$ cat src/rtl/noc_local_injector.sv
// noc_local_injector: sends header, size and payload flits from a local core onto a mesh router Local port.
// The bench flow control is tx/credit_i; payload words are buffered in a small FIFO.
module noc_local_injector #(
  parameter int TAM_FLIT   = 16,
  parameter int FIFO_DEPTH = 8,
  parameter int CNT_W      = 8
) (
  input  logic                clock,
  input  logic                reset,
  input  logic                cmd_valid,
  output logic                cmd_ready,
  input  logic [TAM_FLIT-1:0] cmd_target,
  input  logic [TAM_FLIT-1:0] cmd_size,
  input  logic                payload_valid,
  output logic                payload_ready,
  input  logic [TAM_FLIT-1:0] payload_data,
  output logic                clock_tx,
  output logic                tx,
  output logic [TAM_FLIT-1:0] data_out,
  input  logic                credit_i,
  output logic                busy,
  output logic [CNT_W-1:0]    pkt_sent
);
  localparam int AW = $clog2(FIFO_DEPTH);
  localparam logic [AW:0] FULL = FIFO_DEPTH[AW:0];
  typedef enum logic [1:0] {IDLE, HEADER, SIZE, PAYLOAD} state_t;
  state_t state;
  logic [TAM_FLIT-1:0] target, remaining;
  logic [TAM_FLIT-1:0] mem [FIFO_DEPTH];
  logic [AW-1:0] wr_ptr, rd_ptr;
  logic [AW:0] count;
  logic push, pop, xfer;
  assign clock_tx = clock;
  assign cmd_ready = state == IDLE;
  assign busy = state != IDLE;
  assign payload_ready = count < FULL;
  assign push = payload_valid && payload_ready;
  // tx depends only on registered state, so an async reset drops it at once
  assign tx = (state == HEADER) || (state == SIZE) || (state == PAYLOAD && count != '0);
  assign xfer = tx && credit_i;
  assign pop = xfer && state == PAYLOAD;
  // remaining still holds the full size while the size flit is shown
  assign data_out = state == HEADER ? target :
                    state == SIZE ? remaining :
                    state == PAYLOAD ? mem[rd_ptr] : '0;
  always_ff @(posedge clock) begin
    if (push) mem[wr_ptr] <= payload_data;
  end
  always_ff @(posedge clock or posedge reset) begin
    if (reset) begin
      state     <= IDLE;
      target    <= '0;
      remaining <= '0;
      wr_ptr    <= '0;
      rd_ptr    <= '0;
      count     <= '0;
      pkt_sent  <= '0;
    end else begin
      if (push) wr_ptr <= wr_ptr + 1'b1;
      if (pop) rd_ptr <= rd_ptr + 1'b1;
      count <= count + {{AW{1'b0}}, push} - {{AW{1'b0}}, pop};
      case (state)
        IDLE: if (cmd_valid) begin
          target    <= cmd_target;
          remaining <= cmd_size;
          state     <= HEADER;
        end
        HEADER: if (xfer) state <= SIZE;
        SIZE: if (xfer) begin
          state <= remaining == '0 ? IDLE : PAYLOAD;
          if (remaining == '0) pkt_sent <= pkt_sent + 1'b1;
        end
        PAYLOAD: if (xfer) begin
          remaining <= remaining - 1'b1;
          if (remaining == 1) begin
            state    <= IDLE;
            pkt_sent <= pkt_sent + 1'b1;
          end
        end
        default: state <= IDLE;
      endcase
    end
  end
endmodule

$ cat config.mk
export PLATFORM = sky130hd
export DESIGN_NAME = noc_local_injector
export DESIGN_NICKNAME = d
export VERILOG_FILES = /design/src/rtl/noc_local_injector.sv
export SDC_FILE = /design/constraint.sdc
export NUM_CORES = 1
export LEC_CHECK = 0
export CAP_MARGIN = 20
export CORE_MARGIN = 2
export CORE_UTILIZATION = 57
export DETAILED_ROUTE_END_ITERATION = 8
export PLACE_DENSITY = 0.8
export REMOVE_ABC_BUFFERS = 1
export SKIP_CTS_REPAIR_TIMING = 1
export SLEW_MARGIN = 40
export SYNTH_ARGS = -nofsm -noshare
export SYNTH_HDL_FRONTEND = slang
export SYNTH_SLANG_ARGS = --single-unit
$ cat constraint.sdc
create_clock -name clock -period 3.3 [get_ports clock]
set_input_delay 0.495 -clock clock [delete_from_list [all_inputs] [get_ports clock]]
set_output_delay 0.495 -clock clock [all_outputs]
set_load 0.01 [all_outputs]
* After elaboration in Yosys (flattened, before gate mapping)
Memories as Yosys holds them, arrays and structs flattened.
Index checks and enable logic that the tools add are counted.
** Storage, ports and cells
- Flip-flop bits (word level) :: 52
- Latch bits :: 0
- Memory bits (writable) :: 128
- ROM bits :: 0
- Input bits :: 53
- Output and inout bits :: 29
- Logic and storage cells :: 61
- Memories :: 1
** Memory list
- mem :: words 8, bits a word 16, rd ports 1, clocked after memory_dff 0, wr ports 1, line 29 : logic [TAM_FLIT-1:0] mem [FIFO_DEPTH];
** Operators by class
- Add/sub/neg operators :: 6
- $mul :: 0
- Div/mod/pow operators :: 0
- Order comparisons :: 1
- Equal/unequal tests :: 10
- Shift operators :: 0
- Multiplexer cells :: 20
- Bitwise logic cells :: 0
- Reduce and logical (&&, ||, !) cells :: 16
** Operators with widths (count)
- two-way mux 16 bit :: 5
- two-way mux 8 bit :: 4
- case mux 16 bit (2 select lines) :: 1
- equality test 16 x 1 -> 1 bit, second input constant :: 1
- zero test 16 bit :: 1
- case mux 8 bit (2 select lines) :: 1
- subtractor 16 x 1 -> 16 bit, second input constant :: 1
- two-way mux 2 bit :: 6
- AND reduction 5 bit :: 2
- adder 8 x 1 -> 8 bit, second input constant :: 1
- != test 2 bit, second input constant :: 4
- case mux 2 bit (4 select lines) :: 1
- adder 3 x 1 -> 3 bit, second input constant :: 2
- nonzero test 2 bit :: 3
- adder 4 x 1 -> 4 bit :: 1
- equality test 2 bit, second input constant :: 2
- logical AND 1 bit :: 4
- < comparator 4 bit, second input constant :: 1
- != test 2 x 1 -> 1 bit, second input constant :: 2
- nonzero test 4 bit :: 1
- subtractor 4 x 1 -> 4 bit :: 1
- AND reduction 3 bit :: 1
- equality test 2 x 1 -> 1 bit, second input constant :: 1
- zero test 2 bit :: 1
- other kinds (3) :: 5

* Depth between registers and ports, before layout
Gate-level depths: netlist of run 1.
- Depth in word-level cells :: 6
- Depth in mapped cells :: 12
- Mapped depth without buffers :: 12

==> run metrics, run 1 <==
Async SR Flop Fraction 28.9%; clock skew 0.0111 ns; Starting Density 58.4%; crit-path max FO 17; cell count after synthesis 541; initial antenna violation count 0; Tot Pwr 9.38 mW; Seq/Total Area, Yosys 63.3%; DRT antenna net count 0; Power Dens Cells 932 nW/um^2; Max Slew Vio Count 0; detailed placer's ending HPWL 11400 um; I/O pins 82; relative slew slack 49.1%; most used flip-flop cell after synthesis edfxtp_1; DRT iter0 DRCs 539; IO Port Bufs 81; WS Path Type reg2out; slowest CP cell mux4_2; number of fillers in the final layout 840; leakage 3.85 nW; worst slack, placed 0.274 ns; ranking of synthesized cells by area edfxtp_1 (47%), dfrtp_1 (16%), mux4_2 (8.9%); EDFF count, synth 128; Crit path max-delay family multiplexers; status complete, but fails checks; vias in the first global route 5118; worst-margin pin slew 0.761 ns; post-synth top area cell edfxtp_1; ANT cells 0; DR vias/cell 6.36; largest net degree at the start of global routing 39; most common cell in the netlist edfxtp_1; final wirelength 19100 um; Hold Crit Class in2async; final worst-path cycle share 103%; Die Y-Extent 123 um; final setup violating endpoints 1; crit path cell chain buf_12, mux4_2, mux2_2, a221oi_2, a21oi_1, clkdlybuf4s50_1; area growth from synthesis to layout 23.8%; Die Footprint 15200 sq um; first-pass GRT wire length 28400 um; count of cell types in the netlist 62; final net count 701; GR Overflow Total 0; Yosys warnings 0; core area 13900 sq um; RSZ-0062 raised after global routing true; Fin. Hold Viols 0; row cnt 43; first drt pass iteration count 7; Final Critical Period 3.40 ns; Mapped Avg Cell Area 15.0 sq um; CP peak stage delay 0.52 ns; drt wl/cell 23.1 um; Worst Setup End Kind primary output; DRC 0; Final Worst Setup Slack -0.102 ns; Util after Layout 72.3%; total number of vias 5246; Post-Layout Cell Count 825; Global Route Usage Sum 25.6%; routability cong. 0.913; failing checks negative setup slack; CP Launch Type flop; Max-Cap Viols 0; share of cells above drive strength 1 24.2%; arrival time worst endpoint 2.91 ns; Peak VDD IR 0.556 mV; #FFs+latches synth 180; Placed Instances 787; Mapped Area 8130 sq um; commonest cells in the netlist edfxtp_1 (128), dfrtp_1 (52), inv_1 (38); clk slew on worst S/H paths 0.07 ns; required time of the critical path 2.80 ns; CTS tree built; Worst-Skew Late Latency 0.55 ns; share of the synthesized area in the top cell type 47.3%; Worst Path Buf+Inv 2; fmax 294 MHz; die width 123 um
## worst register-to-register path, stage by stage (launching register included)
cell,delay (ns)
dfrtp_1,0.40
inv_1,0.11
ha_1,0.37
or4b_2,0.67
and2_1,0.18
nand2_1,0.14
inv_1,0.07
ha_1,0.27
inv_1,0.06
ha_1,0.17
inv_1,0.06
fa_1,0.38
xnor2_1,0.13
## sequential cells by signal, summed over array words and instances, names as in the netlist
name	flops
wr_ptr	3
rd_ptr	3
count	4
mem	128
pkt_sent	8
remaining	16
target	16
state	2
## worst paths after layout
kind	start	to	cells past startpoint	slack, ns
max	rd_ptr[0]$_DFFE_PP0P_	data_out[11]	6	-0.10
min reg2reg	pkt_sent[7]$_DFFE_PP0P_	pkt_sent[7]$_DFFE_PP0P_	1	0.47
min in group clock	pkt_sent[7]$_DFFE_PP0P_	pkt_sent[7]$_DFFE_PP0P_	1	0.47
min	reset	pkt_sent[0]$_DFFE_PP0P_	2	0.37
max in group asynchronous	reset	remaining[11]$_DFFE_PP0P_	3	2.18
max reg2reg	state[0]$_DFFE_PP0P_	count[2]$_DFF_PP0_	12	0.18
## cell type report
class	instances	area, sq um	share of cell area (%)
Timing Repair Buffer	103	1070	10.6
Sequential cell	180	5150	51.1
Multi-Input combinational cell	288	2800	27.8
Tap cell	180	225	2.24
Clock inverter	15	176	1.75
Inverter	38	143	1.42
Clock buffer	21	510	5.07
## layout by cell type, fill, tap and decap left out, drive strengths merged, types with 3 or more instances in the layout
cell type,Yosys,routed
mux4,32,32
nand4,4,4
clkbuf,27,21
dfrtp,52,52
nor3,6,6
and2,5,5
or2,3,3
o22a,3,3
nand2b,8,8
or4,5,5
xor2,8,8
a221o,6,6
buf,8,22
or3,3,3
ha,15,15
a221oi,20,20
nand3,8,8
xnor2,5,5
dlymetal6s2s,0,15
nor4,13,13
nand2,16,16
o31ai,11,11
mux2,35,35
clkdlybuf4s50,0,66
a21oi,24,24
a211oi,4,4
o21ai,9,9
clkinvlp,0,3
clkinv,0,5
edfxtp,128,128
inv,38,43
nor2,13,13
## metal layers
layer  wire, um  vias up  part of all wire (%)  track usage (%)
met1       7740     2665                    41             34.0
met2       9670      253                    51             41.9
li1           -     2288                     -                -
met4        368        0                   1.9             9.45
met5          0        -                     0                0
met3       1300       40                   6.8             5.63
## power by group
part           switching [mW]  total (mW)  internal [mW]
logic                    2.00        3.86           1.86
registers               0.391        3.26           2.87
clock network           0.948        2.26           1.31
## through the flow
| step | setup TNS, ns | instance area [sq um] | hold WS (ns) |
|---|---|---|---|
| after floorplan | -2.52 | 7980 | 0.479 |
| after detailed placement | 0 | 9210 | 0.462 |
| after CTS | -2.67 | 9890 | 0.379 |
| after global routing | -0.261 | 10100 | 0.428 |
| after global placement | 0 | 9210 | 0.456 |
| final | -0.102 | 10100 | 0.365 |
## kinds of logic (layout without fill, tap and decap cells)
family	count (synthesis)	in the layout	synth area share (%)
AOI/OAI and AO/OA	92	92	8.17
xor gates and xnor gates	13	13	1.40
adders and majority gates	16	16	2.55
buffers and inverters	73	177	3.58
DFF	180	180	63.3
muxes	69	69	14.0
and+or+nand+nor	98	98	7.08
(Power assumes the default switching activity.)
==> run 2: changes to the inputs <==
--- a/config.mk
+++ b/config.mk
@@ -6,11 +6,12 @@
 export NUM_CORES = 1
 export LEC_CHECK = 0
 export CAP_MARGIN = 20
+export CELL_PAD_IN_SITES_DETAIL_PLACEMENT = 1
+export CELL_PAD_IN_SITES_GLOBAL_PLACEMENT = 1
 export CORE_MARGIN = 2
-export CORE_UTILIZATION = 57
+export CORE_UTILIZATION = 48
 export DETAILED_ROUTE_END_ITERATION = 8
-export PLACE_DENSITY = 0.8
-export REMOVE_ABC_BUFFERS = 1
+export PLACE_DENSITY_LB_ADDON = 0.1
 export SKIP_CTS_REPAIR_TIMING = 1
 export SLEW_MARGIN = 40
 export SYNTH_ARGS = -nofsm -noshare
==> run 2 against run 1 <==
The run now ends clean. Wire length up 9.8%. First-iteration DRC count decreased by 31%. Setup slack improved by 0.22 ns. Register-to-register slack better by 0.04 ns. Hold slack got worse by 0.046 ns. Flip-flop and latch count is the same. Fmax up 6.8%. Cell count is 5.9% higher. Sequential power about the same. Via count down 2.7%. Power grew 1.8%. Critical path type unchanged. Highest routed layer unchanged.
==> run metrics, run 2 (synthesis gave the netlist of run 1 again) <==
most frequent cells in the layout edfxtp_1 (128), clkdlybuf4s50_1 (65), dfrtp_1 (51); DRC 0 (unchanged); row cnt 47 (+9.3%); Hold Crit Class in2async; final setup violating endpoints 0 (-1); CP Launch Type flop; total number of vias 5106 (-2.7%); final worst-path cycle share 96.5% (-6.6 points); detailed placer's ending HPWL 13400 um (+17%); CP peak stage delay 0.51 ns (about the same); largest net degree at the start of global routing 38 (-2.6%); number of fillers in the final layout 1521 (+81%); Largest regs mem (128), remaining (16), target (16); final net count 710 (+1.3%); most used routing layer met2; vias in the first global route 5610 (+9.6%); M2 GR Usage 41.0% (-0.97 points); Reg area 5150 sq um (about the same); IO Port Bufs 81 (unchanged); Top reg by flops mem; setup TNS 0 ns (+0.102 ns); share of cells above drive strength 1 24.5% (+0.28 points); crit path cell chain buf_4, clkbuf_16, mux4_2, mux2_2, a221oi_1, a21oi_1, dlymetal6s2s_1; Peak VDD IR 0.505 mV (-9.2%); Worst Setup End Kind primary output; die width 134 um (+8.7%); initial antenna violation count 0 (unchanged); area of the multi-input gates 2800 sq um (-0.13%); WS Path Type reg2out; fmax 314 MHz (+6.8%); first-pass GRT wire length 32100 um (+13%); clock skew 0.0140 ns (+0.00289 ns); met3 Usage GRT 6.50% (+0.87 points); first drt pass iteration count 4 (-3); Util after Layout 61.7% (-11 points); worst-margin pin slew 0.668 ns (-0.0928 ns); arrival time worst endpoint 2.69 ns (-0.22 ns); Die Y-Extent 134 um (+8.7%); DRT antenna net count 0 (unchanged); ANT cells 0 (unchanged); I/O pins 82 (unchanged); max reg flops 128 (unchanged); leakage 3.94 nW (+2.3%); RSZ-0062 raised after global routing false; required time of the critical path 2.80 ns (about the same); area growth from synthesis to layout 25.8%; Max-Cap Viols 0 (unchanged); relative slew slack 55.1% (+5.9 points); CTS tree built; DR vias/cell 5.84 (-8.1%); drt wl/cell 24.0 um (+3.6%); GR Overflow Total 0 (unchanged); core area 16600 sq um (+19%); Fin. Hold Viols 0 (unchanged); Global Route Usage Sum 24.2% (-1.5 points); Global Route met1 Usage 30.6% (-3.4 points); Starting Density 49.0% (-9.3 points); Max Slew Vio Count 0 (unchanged); most common cell after layout, fill and taps aside edfxtp_1; crit-path max FO 6 (-11); Power Dens Cells 933 nW/um^2 (+0.11%); status finished, final reports clean; Die Footprint 18000 sq um (+18%); post-synthesis net count 610; Final Critical Period 3.18 ns (-0.218 ns); DRT iter0 DRCs 371 (-31%); slowest CP cell dfrtp_4; clk slew on worst S/H paths 0.08 ns (about the same); Worst-Skew Late Latency 0.55 ns (about the same); final wirelength 20900 um (+9.8%); routability cong. 0.797 (-13%)
[run 2: cell count changes in the layout (fill, tap and decap cells not counted), sizes merged]
cell,delta
buf,+6
bufinv,-2
clkbuf,+3
clkdlybuf4s50,-1
clkinv,+1
clkinvlp,-2
dlymetal6s2s,+1
inv,+3
[run 2: final timing paths]
check | cells past startpoint | end | slack (ns) | from
min in group clock | 1 | pkt_sent[7]$_DFFE_PP0P_ | 0.48 | pkt_sent[7]$_DFFE_PP0P_
hold reg to reg | 1 | pkt_sent[7]$_DFFE_PP0P_ | 0.48 | pkt_sent[7]$_DFFE_PP0P_
max in group asynchronous | 3 | remaining[5]$_DFFE_PP0P_ | 2.39 | reset
hold / removal | 2 | count[3]$_DFF_PP0_ | 0.32 | reset
setup reg to reg | 12 | count[2]$_DFF_PP0_ | 0.22 | state[0]$_DFFE_PP0P_
setup / recovery | 7 | data_out[1] | 0.12 | rd_ptr[0]$_DFFE_PP0P_
[run 2: metal layers]
metal  share of wire (%)  vias to the layer above  wire, um
li1                    -                     2314         -
met1                  42                     2641      8760
met2                  52                      135     11000
met3                 4.9                       16      1030
met4                0.90                        0       188
met5                   0                        -         0
[run 2: per-stage QoR]
step / hold slack [ns] / worst slack [ns] / instances / cell area [sq um] / power, mW
3_5_place_dp: 0.483 / 0.213 / 830 / 9310 / 7.09
4_1_cts: 0.325 / -0.326 / 865 / 9970 / 9.29
2_1_floorplan: 0.479 / 0.489 / 541 / 8130 / 5.59
3_3_place_gp: 0.455 / 0.316 / 830 / 9300 / 6.92
5_1_grt: 0.337 / 0.0270 / 874 / 10200 / 10.1
6_report: 0.319 / 0.116 / 874 / 10200 / 9.55
[run 2: layout make-up]
cell class	count	area share, %
Clock buffer	21	4.99
Clock inverter	15	1.56
Inverter	38	1.39
Multi-Input combinational cell	288	27.3
Sequential cell	180	50.3
Tap cell	220	2.69
Timing Repair Buffer	112	11.7
[run 2: worst max-delay path: cells and delay by family, from the launching register on]
kind,cells,cell delay [ns]
buffers and inverters,3,0.52
AOI/OAI and AO/OA,2,0.40
DFF,1,0.51
muxes,2,0.70
[run 2: power breakdown]
group | total [mW] | internal (mW) | leakage, nW | switching (mW)
registers | 3.27 | 2.87 | 1.79 | 0.396
clock network | 2.21 | 1.19 | 0.325 | 1.02
logic | 4.07 | 1.99 | 1.83 | 2.08
